===== src/rtl/usb_txn_sequencer.sv =====
// rtl/usb_txn_sequencer.sv - USB host READ/WRITE transaction sequencer with NAK/timeout retry.
// Optional NAK/timeout statistics counters are built when USB_TXN_STATS_EN is defined.
module usb_txn_sequencer #(
  parameter logic [6:0]  DEV_ADDR  = 7'd5,
  parameter logic [3:0]  ENDP_PAGE = 4'd4,
  parameter logic [3:0]  ENDP_DATA = 4'd8,
  parameter int unsigned MAX_RETRY = 8,
  parameter int unsigned TIMEOUT   = 255
) (
  input  logic        clock,
  input  logic        reset,
  input  logic        start,
  input  logic        is_read,
  input  logic [15:0] mempage,
  input  logic [63:0] wdata,
  output logic        busy,
  output logic        done,
  output logic        success,
  output logic [63:0] rdata,
  output logic        tx_valid,
  input  logic        tx_ready,
  output logic [3:0]  tx_pid,
  output logic [6:0]  tx_addr,
  output logic [3:0]  tx_endp,
  output logic [63:0] tx_data,
  output logic [3:0]  tx_bytes,
  input  logic        rx_valid,
  input  logic [3:0]  rx_pid,
  input  logic [63:0] rx_data,
  input  logic        rx_crc_ok,
  output logic [7:0]  nak_cnt,
  output logic [7:0]  tmo_cnt
);

  localparam logic [3:0] PID_OUT   = 4'b0001;
  localparam logic [3:0] PID_IN    = 4'b1001;
  localparam logic [3:0] PID_DATA0 = 4'b0011;
  localparam logic [3:0] PID_ACK   = 4'b0010;
  localparam logic [3:0] PID_NAK   = 4'b1010;
  localparam logic [3:0] RETRY_LIM = 4'(MAX_RETRY);
  localparam logic [7:0] TMO_LAST  = 8'(TIMEOUT - 1);

  typedef enum logic [3:0] {
    IDLE, P1_TOK, P1_DAT, P1_HS, P2_TOK, P2_DAT, P2_HS, P2_RX, SEND_HS, FIN
  } state_t;

  state_t      state_q, state_d;
  logic        is_read_q, is_read_d;
  logic [15:0] mempage_q, mempage_d;
  logic [63:0] wdata_q, wdata_d;
  logic [63:0] rdata_q, rdata_d;
  logic        success_q, success_d;
  logic        hs_ack_q, hs_ack_d;
  logic [3:0]  retry_q, retry_d;
  logic [7:0]  timer_q, timer_d;

  logic        in_wait, timeout, do_retry;
  logic [3:0]  retry_inc;
  state_t      retry_tgt;

  assign in_wait   = state_q inside {P1_HS, P2_HS, P2_RX};
  assign timeout   = in_wait && (timer_q == TMO_LAST) && !rx_valid;
  assign retry_inc = retry_q + 4'd1;

  always_comb begin
    state_d   = state_q;
    is_read_d = is_read_q;
    mempage_d = mempage_q;
    wdata_d   = wdata_q;
    rdata_d   = rdata_q;
    success_d = success_q;
    hs_ack_d  = hs_ack_q;
    retry_d   = retry_q;
    timer_d   = in_wait ? timer_q + 8'd1 : 8'd0;
    do_retry  = 1'b0;
    retry_tgt = P1_TOK;
    tx_valid  = 1'b0;
    tx_pid    = 4'd0;
    tx_addr   = 7'd0;
    tx_endp   = 4'd0;
    tx_data   = 64'd0;
    tx_bytes  = 4'd0;

    unique case (state_q)
      IDLE: if (start) begin
        is_read_d = is_read;
        mempage_d = mempage;
        wdata_d   = wdata;
        retry_d   = 4'd0;
        success_d = 1'b0;
        state_d   = P1_TOK;
      end
      P1_TOK: begin
        tx_valid = 1'b1;
        tx_pid   = PID_OUT;
        tx_addr  = DEV_ADDR;
        tx_endp  = ENDP_PAGE;
        if (tx_ready) state_d = P1_DAT;
      end
      P1_DAT: begin
        tx_valid = 1'b1;
        tx_pid   = PID_DATA0;
        tx_data  = {48'd0, mempage_q};
        tx_bytes = 4'd2;
        if (tx_ready) state_d = P1_HS;
      end
      P1_HS: begin
        retry_tgt = P1_TOK;
        if (rx_valid) begin
          if (rx_pid == PID_ACK) begin
            retry_d = 4'd0;
            state_d = P2_TOK;
          end else begin
            do_retry = 1'b1;
          end
        end else if (timeout) begin
          do_retry = 1'b1;
        end
      end
      P2_TOK: begin
        tx_valid = 1'b1;
        tx_pid   = is_read_q ? PID_IN : PID_OUT;
        tx_addr  = DEV_ADDR;
        tx_endp  = ENDP_DATA;
        if (tx_ready) state_d = is_read_q ? P2_RX : P2_DAT;
      end
      P2_DAT: begin
        tx_valid = 1'b1;
        tx_pid   = PID_DATA0;
        tx_data  = wdata_q;
        tx_bytes = 4'd8;
        if (tx_ready) state_d = P2_HS;
      end
      P2_HS: begin
        retry_tgt = P2_TOK;
        if (rx_valid) begin
          if (rx_pid == PID_ACK) begin
            success_d = 1'b1;
            state_d   = FIN;
          end else begin
            do_retry = 1'b1;
          end
        end else if (timeout) begin
          do_retry = 1'b1;
        end
      end
      P2_RX: begin
        retry_tgt = P2_TOK;
        // Unexpected PIDs here are dropped; the timer keeps running.
        if (rx_valid) begin
          if (rx_pid == PID_DATA0) begin
            hs_ack_d = rx_crc_ok;
            if (rx_crc_ok) rdata_d = rx_data;
            state_d  = SEND_HS;
          end else if (rx_pid == PID_NAK) begin
            do_retry = 1'b1;
          end
        end else if (timeout) begin
          hs_ack_d = 1'b0;
          state_d  = SEND_HS;
        end
      end
      SEND_HS: begin
        retry_tgt = P2_TOK;
        tx_valid  = 1'b1;
        tx_pid    = hs_ack_q ? PID_ACK : PID_NAK;
        if (tx_ready) begin
          if (hs_ack_q) begin
            success_d = 1'b1;
            state_d   = FIN;
          end else begin
            do_retry = 1'b1;
          end
        end
      end
      FIN:     state_d = IDLE;
      default: state_d = IDLE;
    endcase

    if (do_retry) begin
      retry_d = retry_inc;
      if (retry_inc == RETRY_LIM) begin
        success_d = 1'b0;
        state_d   = FIN;
      end else begin
        state_d = retry_tgt;
      end
    end
  end

  always_ff @(posedge clock) begin
    if (reset) begin
      state_q   <= IDLE;
      is_read_q <= 1'b0;
      mempage_q <= 16'd0;
      wdata_q   <= 64'd0;
      rdata_q   <= 64'd0;
      success_q <= 1'b0;
      hs_ack_q  <= 1'b0;
      retry_q   <= 4'd0;
      timer_q   <= 8'd0;
    end else begin
      state_q   <= state_d;
      is_read_q <= is_read_d;
      mempage_q <= mempage_d;
      wdata_q   <= wdata_d;
      rdata_q   <= rdata_d;
      success_q <= success_d;
      hs_ack_q  <= hs_ack_d;
      retry_q   <= retry_d;
      timer_q   <= timer_d;
    end
  end

  assign busy    = (state_q != IDLE) && (state_q != FIN);
  assign done    = (state_q == FIN);
  assign success = success_q;
  assign rdata   = rdata_q;

`ifdef USB_TXN_STATS_EN
  logic [7:0] nak_cnt_q, nak_cnt_d, tmo_cnt_q, tmo_cnt_d;
  logic       nak_seen;

  assign nak_seen = in_wait && rx_valid && (rx_pid == PID_NAK);

  always_comb begin
    nak_cnt_d = nak_cnt_q;
    tmo_cnt_d = tmo_cnt_q;
    if (nak_seen && nak_cnt_q != 8'hFF) nak_cnt_d = nak_cnt_q + 8'd1;
    if (timeout && tmo_cnt_q != 8'hFF) tmo_cnt_d = tmo_cnt_q + 8'd1;
  end

  always_ff @(posedge clock) begin
    if (reset) begin
      nak_cnt_q <= 8'd0;
      tmo_cnt_q <= 8'd0;
    end else begin
      nak_cnt_q <= nak_cnt_d;
      tmo_cnt_q <= tmo_cnt_d;
    end
  end

  assign nak_cnt = nak_cnt_q;
  assign tmo_cnt = tmo_cnt_q;
`else
  assign nak_cnt = 8'd0;
  assign tmo_cnt = 8'd0;
`endif

endmodule


===== config.mk =====
export PLATFORM = sky130hd
export DESIGN_NAME = usb_txn_sequencer
export DESIGN_NICKNAME = d
export VERILOG_FILES = /design/src/rtl/usb_txn_sequencer.sv
export SDC_FILE = /design/constraint.sdc
export NUM_CORES = 1
export LEC_CHECK = 0
export ABC_AREA = 1
export CORE_ASPECT_RATIO = 1.1
export CORE_MARGIN = 2
export CORE_UTILIZATION = 41
export CTS_CLUSTER_DIAMETER = 30
export CTS_CLUSTER_SIZE = 12
export DETAILED_ROUTE_END_ITERATION = 12
export PLACE_DENSITY = 0.77
export SLEW_MARGIN = 20
export SYNTH_ARGS = -nofsm -noshare
export SYNTH_HDL_FRONTEND = slang
export SYNTH_SLANG_ARGS = --single-unit

===== constraint.sdc =====
create_clock -name clock -period 2.1 [get_ports clock]
set_input_delay 0.63 -clock clock [delete_from_list [all_inputs] [get_ports clock]]
set_output_delay 0.63 -clock clock [all_outputs]
set_load 0.03 [all_outputs]

==> key figures <==
Status
  • Status: finished, violations left
  • Violated checks: setup timing

Routing
  • 1st-iter DRT viols: 320
  • Via Count: 7200
  • Drt pass-1 iters: 5
  • Remaining DRCs: 0
  • Post-route ant nets: 0
  • Vias per cell: 4.92
  • Drt wl/cell: 15.2 um
  • WL final: 22.2 mm

Worst setup path
  • Slowest cell on crit path: dfxtp_2
  • CP Class: reg -> out
  • Worst Path Arrival: 1.78 ns
  • Cell chain of the critical path: inv_2, nor2_4, inv_2, nor2_4, inv_8, buf_12, buf_16, o22ai_2, buf_6
  • Critical Path Start Type: register
  • WP data required: 1.47 ns
  • CP peak stage delay: 0.35 ns
  • Worst setup EP type: output port
  • Worst-path fanout max: 9
  • Buf/Inv on CP: 6
  • Family with the most delay on the worst path: buffers and inverters

Placement
  • Placed cell count: 1403
  • Area post-placement: 10500 um2
  • IO Port Bufs: 295
  • Post-DP HPWL: 14.6 mm
  • Routability cong.: 0.848
  • Worst slack, placed: -0.148 ns

Global routing
  • Total GRT Usage: 23.6%
  • Largest net degree at the start of global routing: 60
  • Initial antenna violation count: 1
  • Global-route wire length before repair: 33.9 mm
  • Vias in the first global route: 7009
  • Global route overflow: 0

Timing
  • Fin. Hold Viols: 0
  • Final worst setup slack: -0.312 ns
  • Setup TNS: -18.10 ns
  • Final period util: 115%
  • Fmax: 415 MHz
  • RSZ-0062 raised after global routing: true
  • Slew Viols, Final: 0
  • Post-layout min period: 2.41 ns
  • Setup Skew: 0.0120 ns
  • Hold Slack: 0.460 ns
  • Setup-failing EPs final: 78

Clock tree
  • Clk buf depth: 2
  • CTS Sinks: 163
  • Clock Pin Slew Worst Setup and Hold Paths: 0.06 ns
  • Root buf cell: clkbuf_16
  • CTS tree: yes
  • TritonCTS Buffers: 17
  • Clk_lat worst skew: 0.42 ns
  • # H-tree levels: 4
  • Hold_buf cts: 0

Finish
  • Commonest non-fill, non-tap cell in the layout: clkdlybuf4s50_1
  • Fin cells: 1464
  • P&R area growth vs syn: 75.4%
  • Final instance area: 12100 um2
  • Most frequent cells in the layout: 168 x clkdlybuf4s50_1, 163 x inv_1, 159 x dfxtp_1, 153 x a21oi_1, 101 x o21ai_0
  • Filler cells: 1179
  • Core Util, Final: 73.7%
  • Layout cells sized above 1: 22.5%
  • Nets: 1405
  • Antenna Cells: 0

Synth
  • Yosys cell types: 31
  • XOR/XNOR Fraction of Synth Area: 0.637%
  • Post-Synthesis Cell Area: 6880 um2
  • Synth Warn #: 0
  • Avg Cell Area, Syn: 7.51 um2
  • Complex-gate fraction of the synthesized area: 23.9%
  • Seq/Total Area, Yosys: 47.5%
  • Mux contribution to synthesized area: 0%
  • Synth Area in Simple Gates: 10.1%
  • Synthesized flop and latch total: 163
  • Largest family of logic cells by synthesized area: compound AO/OA/AOI/OAI gates
  • Synth Instances: 916
  • Adder-Cell Fraction of Synth Area: 0.546%

Floorplan
  • Die Width: 127 um
  • Die span in y: 140 um
  • Standard-cell rows: 49
  • Die area: 17800 um2
  • Starting Density: 42.0%
  • # IOs: 322
  • Core area: 16400 um2

Power and ir drop
  • Pwr dens: 949 nW/um2
  • Leakage power: 5.70 nW
  • Total Power: 11.4 mW
  • Peak VDD IR: 0.524 mV

Flow run
  • Max Cap Viol: 0

Worst hold path
  • Worst min-delay path class: reg -> reg
final timing paths:
path | startpoint | endpoint | slack [ns] | cells after the start
setup / recovery | state_q[0]$_SDFFE_PP0P_ | tx_data[2] | -0.31 | 9
hold / removal | timer_q[0]$_SDFF_PP0_ | timer_q[0]$_SDFF_PP0_ | 0.46 | 1
setup reg to reg | state_q[0]$_SDFFE_PP0P_ | state_q[1]$_SDFFE_PP0P_ | -0.06 | 13
hold reg to reg | timer_q[0]$_SDFF_PP0_ | timer_q[0]$_SDFF_PP0_ | 0.46 | 1
synthesized netlist by cell type (all sizes together):
cell	count	area share (%)
o211ai	1	0.11
buf	58	6.5
o21bai	1	0.11
a21o	1	0.11
nand2	55	3.2
nor2	83	4.6
xor2	3	0.38
ha	3	0.55
clkbuf	25	1.4
nand3	17	1.2
nand4	2	0.18
a21oi	154	11
o22ai	16	1.5
a211oi	1	0.11
nor3	7	0.75
xnor2	2	0.25
conb	1	0.055
o21ai	149	11
dfxtp	163	47
inv	173	9.4
nor3b	1	0.11
registers in the layout, summed over array words and instances (netlist names):
signal and flops:
retry_q 4, state_q 4, is_read_q 1, hs_ack_q 1, wdata_q 64, success 1
rdata 64, timer_q 8, mempage_q 16
cell families after synthesis:
family                   count (synthesis)
XOR/XNOR                                 5
adder cells (fa/ha/maj)                  3
buffers and inverters                  256
AND/OR/NAND/NOR                        165
other                                    1
AO/OA/AOI/OAI                          323
flip-flops                             163
power breakdown:
| part | switching (mW) | total [mW] | leakage, nW | internal, mW |
|---|---|---|---|---|
| Clock | 1.29 | 3.45 | 0.308 | 2.16 |
| Combinational | 2.43 | 4.18 | 4.06 | 1.74 |
| Sequential | 0.190 | 3.83 | 1.33 | 3.64 |
per-layer routing:
layer  share of wire [%]  routed length [um]  global-route usage, %
met1                  38                8400                   26.4
met2                  51               11400                   41.8
met3                 8.3                1840                   7.38
met5                   0                   0                      0
met4                 2.4                 542                   8.73
repair_timing:
| action | in CTS | in global routing |
|---|---|---|
| cloned | 3 | 3 |
| setup endpoints to repair | 94 | 113 |
| resized for setup | 141 | 62 |
| buffers inserted | 16 | 11 |
| pin swaps | 7 | 8 |
layout make-up:
type	count	area, um2	share of cell area (%)
clock buffers	21	450	3.73
clock inverters	11	200	1.66
inverters	173	661	5.48
multi-input cells	522	3180	26.3
flip-flops and latches	163	3280	27.2
well taps	204	255	2.12
repair buffers	370	4040	33.5
Power figures use the tool's default switching activity.
